## src/rtl/dsa_chan_pkg.sv

```systemverilog
// rtl/dsa_chan_pkg.sv - shared types and field layout for the DSA channel controller
package dsa_chan_pkg;

  typedef enum logic [1:0] {
    ST_IDLE,
    ST_ISSUE,
    ST_WAIT,
    ST_RSP
  } chan_state_e;

  localparam logic [7:0]  OPC_NOP  = 8'h00;
  localparam logic [15:0] TMO_MARK = 16'hDEAD;

  localparam int OPC_LSB = 0;
  localparam int TAG_LSB = 8;
  localparam int W0_LSB  = 0;
  localparam int W1_LSB  = 32;
  localparam int W2_LSB  = 64;

endpackage

```

## src/rtl/dsa_sat_cnt.sv

```systemverilog
// rtl/dsa_sat_cnt.sv - saturating event counter with synchronous clear
module dsa_sat_cnt #(
  parameter int W = 8
) (
  input  logic         i_clk,
  input  logic         i_clr,
  input  logic         i_inc,
  output logic [W-1:0] o_cnt
);

  logic [W-1:0] r_cnt;

  always_ff @(posedge i_clk) begin
    if (i_clr) begin
      r_cnt <= '0;
    end else if (i_inc && !(&r_cnt)) begin
      r_cnt <= r_cnt + W'(1);
    end
  end

  assign o_cnt = r_cnt;

endmodule

```

## src/rtl/dsa_xocc_chan_ctrl.sv

```systemverilog
// rtl/dsa_xocc_chan_ctrl.sv - pops one XOCC command, issues it to the accelerator, pushes one response
module dsa_xocc_chan_ctrl
  import dsa_chan_pkg::*;
#(
  parameter int CMD_WIDTH = 96,
  parameter int RSP_WIDTH = 32,
  parameter int TAG_WIDTH = 8,
  parameter int TMO_CYC   = 1024
) (
  input  logic                 dsa_clk,
  input  logic                 dsa_rst,
  input  logic [CMD_WIDTH-1:0] dsa_cmd_buffer,
  input  logic                 empty_cmd,
  output logic                 rd_en_cmd,
  output logic [RSP_WIDTH-1:0] dsa_rsp_buffer,
  output logic                 wr_en_rsp,
  input  logic                 full_rsp,
  output logic                 acc_req_vld,
  input  logic                 acc_req_rdy,
  output logic [7:0]           acc_req_opc,
  output logic [TAG_WIDTH-1:0] acc_req_tag,
  output logic [31:0]          acc_req_arg0,
  output logic [31:0]          acc_req_arg1,
  input  logic                 acc_rsp_vld,
  output logic                 acc_rsp_rdy,
  input  logic [TAG_WIDTH-1:0] acc_rsp_tag,
  input  logic [31:0]          acc_rsp_data,
  output logic                 busy,
  output logic [15:0]          stat_cmd_cnt,
  output logic [7:0]           stat_tmo_cnt,
  output logic [7:0]           stat_drop_cnt
);

  localparam int TW = (TMO_CYC > 1) ? $clog2(TMO_CYC) : 1;
  localparam logic [TW-1:0] TMO_LAST = TW'((TMO_CYC > 0) ? TMO_CYC - 1 : 0);

  chan_state_e          r_state, w_state_nxt;
  logic [7:0]           r_opc;
  logic [TAG_WIDTH-1:0] r_tag;
  logic [31:0]          r_arg0, r_arg1;
  logic [RSP_WIDTH-1:0] r_rsp;
  logic [TW-1:0]        r_tmo;
  logic [15:0]          r_cmd_cnt;

  logic [7:0]           w_in_opc;
  logic [TAG_WIDTH-1:0] w_in_tag;
  logic                 w_match, w_tmo_hit, w_expire, w_drop;
  logic                 w_unused_hdr;

  assign w_in_opc     = dsa_cmd_buffer[W0_LSB+OPC_LSB +: 8];
  assign w_in_tag     = dsa_cmd_buffer[W0_LSB+TAG_LSB +: TAG_WIDTH];
  assign w_unused_hdr = ^dsa_cmd_buffer[31:TAG_LSB+TAG_WIDTH];
  assign w_expire     = (TMO_CYC != 0) && (r_tmo == TMO_LAST);

  always_comb begin
    w_state_nxt = r_state;
    rd_en_cmd   = 1'b0;
    acc_req_vld = 1'b0;
    wr_en_rsp   = 1'b0;
    w_match     = 1'b0;
    w_tmo_hit   = 1'b0;
    case (r_state)
      ST_IDLE: begin
        if (!empty_cmd) begin
          rd_en_cmd   = 1'b1;
          w_state_nxt = (w_in_opc == OPC_NOP) ? ST_RSP : ST_ISSUE;
        end
      end
      ST_ISSUE: begin
        acc_req_vld = 1'b1;
        if (acc_req_rdy) w_state_nxt = ST_WAIT;
      end
      ST_WAIT: begin
        // A matching result beats a coincident expiry.
        if (acc_rsp_vld && (acc_rsp_tag == r_tag)) begin
          w_match     = 1'b1;
          w_state_nxt = ST_RSP;
        end else if (w_expire) begin
          w_tmo_hit   = 1'b1;
          w_state_nxt = ST_RSP;
        end
      end
      ST_RSP: begin
        wr_en_rsp = !full_rsp;
        if (!full_rsp) w_state_nxt = ST_IDLE;
      end
      default: w_state_nxt = ST_IDLE;
    endcase
  end

  assign acc_rsp_rdy = (r_state != ST_RSP);
  assign w_drop      = acc_rsp_vld && acc_rsp_rdy && !w_match;

  always_ff @(posedge dsa_clk) begin
    if (dsa_rst) begin
      r_state   <= ST_IDLE;
      r_opc     <= '0;
      r_tag     <= '0;
      r_arg0    <= '0;
      r_arg1    <= '0;
      r_rsp     <= '0;
      r_tmo     <= '0;
      r_cmd_cnt <= '0;
    end else begin
      r_state <= w_state_nxt;
      if (rd_en_cmd) begin
        r_opc     <= w_in_opc;
        r_tag     <= w_in_tag;
        r_arg0    <= dsa_cmd_buffer[W1_LSB +: 32];
        r_arg1    <= dsa_cmd_buffer[W2_LSB +: 32];
        r_cmd_cnt <= r_cmd_cnt + 16'd1;
        if (w_in_opc == OPC_NOP) r_rsp <= RSP_WIDTH'(w_in_tag);
      end
      if (r_state == ST_ISSUE) r_tmo <= '0;
      else if (r_state == ST_WAIT) r_tmo <= r_tmo + TW'(1);
      if (w_match) r_rsp <= RSP_WIDTH'(acc_rsp_data);
      else if (w_tmo_hit) r_rsp <= RSP_WIDTH'({TMO_MARK, 8'h00, r_tag});
    end
  end

  dsa_sat_cnt #(.W(8)) u_tmo_cnt (
    .i_clk (dsa_clk),
    .i_clr (dsa_rst),
    .i_inc (w_tmo_hit),
    .o_cnt (stat_tmo_cnt)
  );

  dsa_sat_cnt #(.W(8)) u_drop_cnt (
    .i_clk (dsa_clk),
    .i_clr (dsa_rst),
    .i_inc (w_drop),
    .o_cnt (stat_drop_cnt)
  );

  assign acc_req_opc    = r_opc;
  assign acc_req_tag    = r_tag;
  assign acc_req_arg0   = r_arg0;
  assign acc_req_arg1   = r_arg1;
  assign dsa_rsp_buffer = r_rsp;
  assign busy           = (r_state != ST_IDLE);
  assign stat_cmd_cnt   = r_cmd_cnt;

endmodule

```

## config.mk

```make
export PLATFORM = sky130hd
export DESIGN_NAME = dsa_xocc_chan_ctrl
export DESIGN_NICKNAME = d
export VERILOG_FILES = /design/src/rtl/dsa_chan_pkg.sv /design/src/rtl/dsa_sat_cnt.sv /design/src/rtl/dsa_xocc_chan_ctrl.sv
export SDC_FILE = /design/constraint.sdc
export NUM_CORES = 1
export LEC_CHECK = 0
export ABC_AREA = 0
export BUFFER_PORTS_ARGS = -buffer_cell sky130_fd_sc_hd__buf_2
export CORE_AREA = 2 2 130 132
export CTS_CLUSTER_SIZE = 25
export DETAILED_ROUTE_END_ITERATION = 10
export DIE_AREA = 0 0 132 134
export PLACE_DENSITY = 0.8
export SYNTH_ARGS = -nofsm -noshare
export SYNTH_HDL_FRONTEND = slang
export SYNTH_SLANG_ARGS = --single-unit
```

## constraint.sdc

```tcl
create_clock -name dsa_clk -period 2.95 [get_ports dsa_clk]
set_input_delay 0.295 -clock dsa_clk [delete_from_list [all_inputs] [get_ports dsa_clk]]
set_output_delay 0.295 -clock dsa_clk [all_outputs]
set_load 0.1 [all_outputs]
```

==> metrics.csv <==
stage;metric;value;unit
cells_and_area;Final Instance Area;8650;um^2
placement;Port Buffers;274;
synth;#FFs+latches synth;156;
placement;cell area after placement;8000;um^2
synth;Netlist cell types;57;
timing;Final Hold Viols;0;
critical_path;CP Data Required Time;3.21;ns
grt;total track usage;0.217;
clock_network;PostCTS Resize Cnt;0;
critical_path;Critical Path AT;2.53;ns
routing;Vias per Instance;5.13;
critical_path;nature of the critical path endpoint;register;
cells_and_area;Area Growth Syn to Fin;34.1;%
clock_network;hold_buf cts;0;
synth;Post-synth EDFFs;0;
cells_and_area;FF/Latch Area;3120;um^2
outcome;status;completed;
critical_path;crit-path max FO;15;
placement;GPL Wtd Cong;0.827;
placement;Cells after DPL;1235;
synth;asr flop ratio synth;0;
synth;Synth top area share;0.484;
die;die height;134;um
cells_and_area;share of cells above drive strength 1;0.321;
clock_network;Bufs on Longest Clock Path;2;
die;core area;16300;um^2
die;Die W;132;um
die;Ports;291;
cells_and_area;final non-filler cell total;1267;
clock_network;Num CTS Buffers;17;
routing;final wirelength;19700;um
power;Power, Total;7.94;mW
cells_and_area;Final nets;1185;
critical_path;Worst setup SP type;register;
synth;Syn Area/Cell;8.28;um^2
power;pwr/cell area;918;nW/um^2
clock_network;Reg clk slew, reported paths;0.07;ns
grt;largest net degree at the start of global routing;87;
synth;Yosys warning count;0;
timing;minimum clock period;2.26;ns
cells_and_area;footprint of the multi-input gates;3040;um^2
synth;Post-synth top cells;nand2_1, dfxtp_1, a21oi_1, clkbuf_1, nand4_1;
die;Initial Util;0.396;
run;Max Cap Viol;0;
die;FP Rows;47;
cells_and_area;n_diodes;0;
synth;ys flop type;dfxtp_1;
timing;RSZ-0062 raised after global routing;false;
power;Peak supply drop;584;uV
timing;Max Freq;442;MHz
timing;Final setup viols;0;
timing;Final Cycle Share;0.767;
synth;area leader, netlist;dfxtp_1;
placement;Post-DP HPWL;14500;um
power;Leak;3.76;nW
clock_network;CTS sink count;156;
grt;total gr overflow;0;
routing;average wire per standard cell;15.5;um
timing;skew final;0.0101;ns
worst_hold_path;Worst Hold Class;primary input to register;
synth;count leader, synth;nand2_1;
clock_network;H-tree levels;4;
timing;worst slew pin tran;0.852;ns
clock_network;Post-CTS Setup Inserts;0;
routing;TritonRoute pass-1 iters;5;
critical_path;CP Class;register to register;
routing;DR vias;6506;
cells_and_area;filler cell count;1518;
synth;Synth Instances;779;
synth;post-synthesis sequential area ratio;0.484;
timing;slew margin rel.;0.430;
routing;DR iter-0 viols;316;
die;die area;17700;um^2
timing;final count of pins violating max slew;0;
clock_network;clock latency on the worst-skew pair;0.42;ns
grt;vias in the first global route;6040;
grt;initial antenna violation count;0;
clock_network;CTS root buf;clkbuf_16;
timing;sum of negative setup slack;0;ns
synth;Mapped Nets;930;
grt;global-route wire length before repair;30500;um
synth;Area contributors post-synth;dfxtp_1, nand2_1, a21oi_1, nand4_1, xnor2_1;
clock_network;TritonCTS clock tree;built;
routing;post-route ant nets;0;
routing;DRC viols;0;
synth;mapped cell area;6450;um^2
-- power by group --
part / switching [mW] / internal, mW
registers: 0.143 / 2.34
clock network: 0.898 / 1.49
logic: 2.53 / 0.535
-- placed cells by master (no fill, tap or decap), types with 3 or more instances in the layout --
| cell type | netlist | final |
|---|---|---|
| a21oi_1 | 116 | 116 |
| a22oi_1 | 4 | 4 |
| a311oi_1 | 4 | 4 |
| a31oi_1 | 12 | 12 |
| and2_1 | 3 | 3 |
| and4_1 | 4 | 4 |
| buf_2 | 10 | 272 |
| buf_4 | 3 | 14 |
| bufinv_16 | 0 | 4 |
| clkbuf_16 | 0 | 17 |
| clkbuf_8 | 0 | 3 |
| clkinv_4 | 0 | 4 |
| dfxtp_1 | 156 | 156 |
| ha_1 | 9 | 9 |
| inv_1 | 11 | 11 |
| nand2_1 | 207 | 207 |
| nand3_1 | 22 | 22 |
| nand4_1 | 28 | 28 |
| nor2_1 | 27 | 27 |
| nor2b_1 | 3 | 3 |
| nor3_1 | 7 | 7 |
| o211ai_1 | 5 | 5 |
| o21ai_0 | 10 | 10 |
| o21ai_1 | 6 | 6 |
| o221ai_1 | 4 | 4 |
| o31ai_1 | 7 | 7 |
| o41ai_1 | 4 | 4 |
| or3_1 | 9 | 9 |
| or4_1 | 8 | 8 |
| xnor2_1 | 14 | 14 |
| xnor2_2 | 3 | 3 |
| xor2_1 | 10 | 10 |
-- cells by family (layout without fill, tap and decap cells) --
group                    count (synthesis)  in the layout  synth area share
AND/OR/NAND/NOR                        338            338             0.245
AO/OA/AOI/OAI                          180            180             0.162
flip-flops                             156            156             0.484
buffers and inverters                   65            333            0.0450
XOR/XNOR                                27             27            0.0402
adder cells (fa/ha/maj)                  9              9            0.0175
multiplexers                             4              4           0.00660
-- per-layer routing --
metal | up-vias | part of all wire | wire length (um) | GRT usage
met5 | - | 0 | 0 | 0
met4 | 0 | 0.015 | 293 | 0.0725
met3 | 22 | 0.073 | 1440 | 0.0612
met2 | 249 | 0.50 | 9860 | 0.382
met1 | 3019 | 0.41 | 8100 | 0.255
li1 | 3216 | - | - | -
-- registers in the layout, indices dropped and copies added (netlist names) --
register / count
stat_cmd_cnt: 16
acc_req_tag: 8
r_tmo: 10
acc_req_arg1: 32
dsa_rsp_buffer: 32
r_state: 2
u_drop_cnt.o_cnt: 8
acc_req_opc: 8
acc_req_arg0: 32
u_tmo_cnt.o_cnt: 8
-- metrics by stage --
step                setup slack [ns]  hold WS, ns  utilization
CTS                            0.641       0.0851        0.531
finish                         0.686        0.107        0.531
detailed placement             0.719        0.443        0.491
global placement               0.752        0.439        0.491
global route                   0.541       0.0863        0.531
floorplan                      0.322        0.431            -
-- critical path: stages, from the launching register on --
cell,delay [ns]
dfxtp_1,0.33
inv_1,0.13
ha_1,0.26
inv_1,0.13
or4_1,0.92
nand3_1,0.22
a31oi_1,0.11
-- worst paths after layout --
| path | startpoint | end | slack (ns) | cells past startpoint |
|---|---|---|---|---|
| worst max register to register | r_state[0] | dsa_rsp_buffer[28] | 0.69 | 6 |
| worst max-delay path | r_state[0] | dsa_rsp_buffer[28] | 0.69 | 6 |
| worst min register to register | acc_req_arg0[0] | acc_req_arg0[0] | 0.45 | 2 |
| worst min-delay path | dsa_cmd_buffer[80] | acc_req_arg1[16] | 0.11 | 3 |
-- final cells by class --
class,instances,share of cell area
Multi-Input combinational cell,558,0.352
Inverter,13,0.00564
Clock buffer,20,0.0540
Sequential cell,156,0.361
Tap cell,220,0.0318
Clock inverter,12,0.0214
Timing Repair Buffer,288,0.174
No activity file was read; power rests on OpenSTA's default activity.
